<file path="src/rtl/mem_port_arbiter.sv">
// ----------------------------------------------------------------------------
// mem_port_arbiter
//
// Shares one physical memory port between the instruction-fetch requester
// (i_*) and the load/store data requester (d_*). One request is latched per
// transaction and held on the pmem_* bus until memory answers. The answer is
// then returned to the requester that owns the transaction. When both
// requesters contend in IDLE, the one that lost the previous tie wins.
//
// Ports
//   clk, rst_n            clock, asynchronous active-low reset
//   i_read, i_address     fetch request (read only), held until i_resp
//   i_rdata, i_resp       fetch response (rdata is zero unless i_resp)
//   d_read, d_write       data request, held until d_resp (both = write)
//   d_address, d_wdata    data address / write data
//   d_byte_enable         write mask, [0] low byte, [1] high byte
//   d_rdata, d_resp       data response (rdata is zero unless d_resp)
//   pmem_*                physical memory port, driven from latched registers
//   timeout_err           sticky abort flag
//
// Optional feature: define MEM_ARB_TIMEOUT_EN to abort a granted transaction
// after TIMEOUT_CYCLES cycles without pmem_resp. Without it, a grant waits
// forever and timeout_err is tied to 0.
// ----------------------------------------------------------------------------
module mem_port_arbiter #(
    parameter int unsigned TIMEOUT_CYCLES = 32'd255
) (
    input  logic        clk,
    input  logic        rst_n,
    input  logic        i_read,
    input  logic [15:0] i_address,
    output logic [15:0] i_rdata,
    output logic        i_resp,
    input  logic        d_read,
    input  logic        d_write,
    input  logic [15:0] d_address,
    input  logic [15:0] d_wdata,
    input  logic [1:0]  d_byte_enable,
    output logic [15:0] d_rdata,
    output logic        d_resp,
    output logic        pmem_read,
    output logic        pmem_write,
    output logic [15:0] pmem_address,
    output logic [15:0] pmem_wdata,
    output logic [1:0]  pmem_byte_enable,
    input  logic [15:0] pmem_rdata,
    input  logic        pmem_resp,
    output logic        timeout_err
);

    localparam logic [1:0] ST_IDLE    = 2'd0;
    localparam logic [1:0] ST_GRANT_I = 2'd1;
    localparam logic [1:0] ST_GRANT_D = 2'd2;

    // last_grant encoding: which requester won the most recent tie
    localparam logic LG_I = 1'b0;
    localparam logic LG_D = 1'b1;

    // Reject out-of-range timeout settings at elaboration
    if (TIMEOUT_CYCLES < 32'd1 || TIMEOUT_CYCLES > 32'd65535) begin : g_bad_timeout
        $error("mem_port_arbiter: TIMEOUT_CYCLES must be within 1..65535");
    end

    logic [1:0]  state_q, state_d;
    logic        last_grant_q, last_grant_d;
    logic        read_q, read_d;
    logic        write_q, write_d;
    logic [15:0] addr_q, addr_d;
    logic [15:0] wdata_q, wdata_d;
    logic [1:0]  be_q, be_d;

    logic        d_req_s;
    logic        tie_s;
    logic        take_i_s;
    logic        take_d_s;
    logic        grant_i_s;
    logic        grant_d_s;
    logic        grant_done_s;
    logic        timeout_hit_s;

    assign d_req_s      = d_read | d_write;
    assign grant_i_s    = (state_q == ST_GRANT_I);
    assign grant_d_s    = (state_q == ST_GRANT_D);
    assign tie_s        = (state_q == ST_IDLE) & i_read & d_req_s;
    assign grant_done_s = (grant_i_s | grant_d_s) & (pmem_resp | timeout_hit_s);

    // Arbitration decision in IDLE: single requester wins outright, a tie
    // goes to the requester that lost the previous tie
    always_comb begin
        take_i_s = 1'b0;
        take_d_s = 1'b0;
        if (state_q != ST_IDLE) begin
            take_i_s = 1'b0;
            take_d_s = 1'b0;
        end else if (tie_s) begin
            take_i_s = (last_grant_q == LG_D);
            take_d_s = (last_grant_q == LG_I);
        end else begin
            take_i_s = i_read;
            take_d_s = d_req_s;
        end
    end

    // Next-state, request latch and tie-history update
    always_comb begin
        state_d      = state_q;
        last_grant_d = last_grant_q;
        read_d       = read_q;
        write_d      = write_q;
        addr_d       = addr_q;
        wdata_d      = wdata_q;
        be_d         = be_q;
        // Only contested grants move the tie history
        if (tie_s) begin
            last_grant_d = take_i_s ? LG_I : LG_D;
        end else begin
            last_grant_d = last_grant_q;
        end
        case (state_q)
            ST_IDLE: begin
                if (take_i_s) begin
                    state_d = ST_GRANT_I;
                    read_d  = 1'b1;
                    write_d = 1'b0;
                    addr_d  = i_address;
                    wdata_d = 16'h0000;
                    be_d    = 2'b11;
                end else if (take_d_s) begin
                    // read+write together is illegal and resolves to a write
                    state_d = ST_GRANT_D;
                    read_d  = ~d_write;
                    write_d = d_write;
                    addr_d  = d_address;
                    wdata_d = d_wdata;
                    be_d    = d_byte_enable;
                end else begin
                    state_d = ST_IDLE;
                    read_d  = 1'b0;
                    write_d = 1'b0;
                end
            end
            ST_GRANT_I, ST_GRANT_D: begin
                if (grant_done_s) begin
                    state_d = ST_IDLE;
                    read_d  = 1'b0;
                    write_d = 1'b0;
                end else begin
                    state_d = state_q;
                end
            end
            default: begin
                state_d = ST_IDLE;
                read_d  = 1'b0;
                write_d = 1'b0;
            end
        endcase
    end

    // FSM and latched-request registers
    always_ff @(posedge clk or negedge rst_n) begin
        if (!rst_n) begin
            state_q      <= ST_IDLE;
            last_grant_q <= LG_D;
            read_q       <= 1'b0;
            write_q      <= 1'b0;
            addr_q       <= 16'h0000;
            wdata_q      <= 16'h0000;
            be_q         <= 2'b00;
        end else begin
            state_q      <= state_d;
            last_grant_q <= last_grant_d;
            read_q       <= read_d;
            write_q      <= write_d;
            addr_q       <= addr_d;
            wdata_q      <= wdata_d;
            be_q         <= be_d;
        end
    end

`ifdef MEM_ARB_TIMEOUT_EN
    localparam logic [15:0] TIMEOUT_LAST = 16'(TIMEOUT_CYCLES - 32'd1);

    logic [15:0] wait_q, wait_d;
    logic        timeout_err_q;

    // wait_q counts grant cycles already spent, so the current grant cycle
    // is number wait_q+1; abort on the TIMEOUT_CYCLES-th one unless memory
    // answers in that same cycle
    assign timeout_hit_s = (grant_i_s | grant_d_s) & ~pmem_resp & (wait_q == TIMEOUT_LAST);

    // Wait counter: cleared on grant entry, advanced each unanswered grant cycle
    always_comb begin
        wait_d = wait_q;
        if (take_i_s | take_d_s) begin
            wait_d = 16'h0000;
        end else if ((grant_i_s | grant_d_s) & ~pmem_resp) begin
            wait_d = wait_q + 16'd1;
        end else begin
            wait_d = wait_q;
        end
    end

    // Wait counter and sticky abort flag
    always_ff @(posedge clk or negedge rst_n) begin
        if (!rst_n) begin
            wait_q        <= 16'h0000;
            timeout_err_q <= 1'b0;
        end else begin
            wait_q        <= wait_d;
            timeout_err_q <= timeout_err_q | timeout_hit_s;
        end
    end

    assign timeout_err = timeout_err_q;
`else
    assign timeout_hit_s = 1'b0;
    assign timeout_err   = 1'b0;
`endif

    assign pmem_read        = read_q;
    assign pmem_write       = write_q;
    assign pmem_address     = addr_q;
    assign pmem_wdata       = wdata_q;
    assign pmem_byte_enable = be_q;

    // Responses are combinational from memory, gated by ownership; an
    // aborted transaction returns zero data because pmem_resp is low then
    assign i_resp  = grant_i_s & (pmem_resp | timeout_hit_s);
    assign d_resp  = grant_d_s & (pmem_resp | timeout_hit_s);
    assign i_rdata = (grant_i_s & pmem_resp) ? pmem_rdata : 16'h0000;
    assign d_rdata = (grant_d_s & pmem_resp) ? pmem_rdata : 16'h0000;

endmodule

</file>
<file path="config.mk">
export PLATFORM = sky130hd
export DESIGN_NAME = mem_port_arbiter
export DESIGN_NICKNAME = d
export VERILOG_FILES = /design/src/rtl/mem_port_arbiter.sv
export SDC_FILE = /design/constraint.sdc
export NUM_CORES = 1
export LEC_CHECK = 0
export BUFFER_PORTS_ARGS = -buffer_cell sky130_fd_sc_hd__buf_4
export CAP_MARGIN = 20
export CORE_UTILIZATION = 41
export DETAILED_ROUTE_END_ITERATION = 16
export PLACE_DENSITY_LB_ADDON = 0.15
export RECOVER_POWER = 50
export SETUP_SLACK_MARGIN = 0.3
export SYNTH_ARGS = -nofsm -noshare
export SYNTH_HDL_FRONTEND = slang
export SYNTH_SLANG_ARGS = --single-unit
</file>
<file path="constraint.sdc">
create_clock -name clk -period 2.1 [get_ports clk]
set_input_delay 0.21 -clock clk [delete_from_list [all_inputs] [get_ports clk]]
set_output_delay 0.21 -clock clk [all_outputs]
set_load 0.005 [all_outputs]
</file>
==> flow_summary.toml <==
[power_and_ir_drop]
netSwitchingPower_mw = 1.517
pwr-share-seq_pct = 32.2
p_int_mw = 2.647
power_leakage_nw = 1.707
power.share.clock_pct = 13.2
power_density_nw_per_um2 = 1311
combPwrFrac_pct = 54.6
irDropWorstVdd_uv = 758.9
swShare_pct = 36.43

[sta]
tightest_slew_ps = 958.3
setup_violations = 0
post-route-period-util_pct = 81.05
finalSetupTns_ps = 0
rsz0062_at_grt = "no"
slew_viol_final = 0
max_freq_ghz = 0.5875
min_period_ps = 1702
hold_viol = 0
worst_slack_ps = 397.9
maxSlewHeadroom_pct = 36.12
fin_skew_ps = 4.581

[synth]
synth-simple-area-share_pct = 23.29
ys_warn_count = 0
synth_cell_type_count = 30
synthXorXnorAreaFrac_pct = 0.4383
synth-adder-area-share_pct = 1.879
syn_nets = 276
syn_inst = 201
synthMuxAreaShare_pct = 0.5636
synth_top_family_by_area = "simple AND/OR/NAND/NOR gates"
ys_ff_latch = 39
synth.avg_cell_area_um2 = 9.941
netlist_area_um2 = 1998
synth_compound_gate_area_share_pct = 18.91
yosysSeqAreaShare_pct = 48.90

[placed_design]
io_buffers = 141
dp_slack_ps = 235.6
dpl.hpwl_um = 4400
gp_congestion = 0.8307
dp_cells = 383

[setup_path]
critical_path_class = "reg2reg"
r2r-start = "state_q[0]"
slowest_delay_ps = 400
path_cells = "inv_1, ha_2, and2_2, a21oi_4, buf_12, a221o_1"
start_kind = "register"
cpLargestDelayFamily = "flip-flops"
worst_setup_path_end_kind = "register"
rr_worst_depth = 6
worst-path-max-fanout = 15
critical_path_buf_inv_count = 2
cp.required_ps = 2270
rrSetupSlack_ps = 400
slowest_stage = "dfrtp_1"
arrival_ps = 1870
r2r-end = "pmem_address[9]"

[drt]
viasPerCell = 5.175
ant_nets = 0
vias = 2039
wl_per_cell_um = 14.96
finalWirelength_um = 5893
firstDrtPassIters = 5
drtIter0Drc = 139
drc_errors = 0

[min_path]
hold_depth = 3
hold_start = "d_byte_enable[0]"
hold_end = "pmem_byte_enable[0]"
hp-class = "in2reg"

[clock_network]
clk_latency_ps = 290
clkTransAtPathRegs_ps = 70
cts_tree = "done"
cts_made_buffers = 5
htree_levels = 2
cts_root_buffer = "clkbuf_8"
clock_path_buffers = 2
cts.sink_count = 39

[global_route]
track_usage_pct = 23.32
grt_pass1_wl_um = 9218
antenna_found_initial = 0
grt_overflow = 0
grt_pass1_vias = 1976
grt_max_degree = 40

[outcome]
outcome = "finished, final reports clean"

[floorplanning]
design.core.area_um2 = 4692
rows = 25
dieWidth_um = 71.81
die-area_um2 = 5157
die_height_um = 71.81
initial_core_util_pct = 42.59
io_pins = 143

[layout]
fillerInstances = 389
drive_gt1_share_pct = 49.12
stdcell_count = 394
mostFrequentLayoutCells = "buf_4 (109), dfrtp_1 (38), and3_1 (32), nand2_1 (32), clkbuf_4 (31)"
insertedDiodeCount = 0
area_growth_syn_to_layout_pct = 58.99
finalNetCount = 414
final_common_cell = "buf_4"

[run]
drv_cap = 0
-- per-stage QoR --
stage	hold slack, ps	power (mW)	area (um2)	util, %
floorplan	-85.59	2.635	1998	-
global placement	203.2	3.515	3042	64.83
detailed placement	211.5	3.582	3042	64.83
CTS	129.7	4.230	3183	67.84
global route	136.0	4.498	3177	67.71
finish	136.0	4.164	3177	67.71
-- synthesized netlist by cell type --
library cell / instances / area share [%]
conb_1: 1 / 0.19
o21ba_2: 1 / 0.50
xnor2_1: 1 / 0.44
a221o_1: 13 / 6.5
o31ai_1: 1 / 0.38
buf_2: 3 / 0.75
nand3_1: 2 / 0.50
buf_6: 4 / 2.3
nor2b_1: 1 / 0.31
mux2_2: 1 / 0.56
a22o_1: 5 / 2.2
a21oi_4: 1 / 0.81
nor2_2: 1 / 0.31
a21oi_1: 16 / 4.0
o31ai_4: 1 / 1.1
nand2_1: 32 / 6.0
o21bai_2: 1 / 0.56
and2_2: 6 / 2.3
o31a_1: 1 / 0.44
dfstp_2: 1 / 1.3
dfrtp_1: 38 / 48
o21ai_0: 6 / 1.5
buf_4: 3 / 1.1
nor2_1: 4 / 0.75
inv_1: 3 / 0.56
and2_1: 10 / 3.1
clkbuf_1: 6 / 1.1
ha_1: 3 / 1.9
and3_1: 32 / 10
a31oi_1: 3 / 0.94
-- registers in the layout, indices dropped and copies added (netlist names) --
name              count
state_q               2
pmem_read             1
pmem_byte_enable      2
pmem_wdata           16
last_grant_q          1
pmem_write            1
pmem_address         16
-- layer usage --
| metal | wire length [um] | track usage (%) |
|---|---|---|
| met1 | 2418 | 30.02 |
| met2 | 3043 | 39.41 |
| met3 | 362 | 5.485 |
| met4 | 68 | 6.536 |
| met5 | 0 | 0 |
-- worst min-delay path, delay by kind of cell --
family,cells,cell delay (ps)
and+or+nand+nor,2,110
buffers and inverters,1,80
-- how the worst max path moves through the flow --
stage / start / end / slack (ps) / depth (start not counted)
after detailed placement: i_read / pmem_address[9] / 240 / 4
after global routing: state_q[1] / pmem_address[9] / 320 / 6
after CTS: state_q[0] / d_rdata[3] / 320 / 4
final: state_q[0] / pmem_address[9] / 400 / 6
after global placement: i_read / pmem_address[4] / 340 / 4
after floorplan: state_q[0] / pmem_address[10] / 490 / 7
-- cell families (layout without fill, tap and decap cells) --
| group | after synthesis | after routing |
|---|---|---|
| adders and majority gates | 3 | 3 |
| xor gates and xnor gates | 1 | 1 |
| DFF | 39 | 39 |
| muxes | 1 | 1 |
| AOI/OAI and AO/OA | 49 | 49 |
| other | 1 | 1 |
| buffers and inverters | 19 | 158 |
| and+or+nand+nor | 88 | 88 |
-- layout make-up --
class	count	area, um2	area share [%]
clock buffer	8	100.1	3.151
timing repair buffer	147	1101	34.66
multi-input combinational	143	919.6	28.95
tap	54	67.56	2.127
inverter	3	11.26	0.3545
sequential	39	977.2	30.76
-- power by group through the flow --
stage	Combinational [mW]	Clock [mW]	Sequential (mW)
floorplan	1.29	0	1.35
global placement	2.16	0	1.36
detailed placement	2.23	0	1.35
CTS	2.32	0.562	1.35
global route	2.52	0.593	1.38
finish	2.27	0.550	1.34
-- what timing repair did --
| action | CTS | global route |
|---|---|---|
| hold buffers | 1 | 0 |
| setup endpoints to repair | 18 | 47 |
| endpoints found under the hold margin | 38 | 0 |
| setup buffers | 2 | 0 |
| resized for setup | 2 | 4 |
No activity file was read; power rests on OpenSTA's default activity.
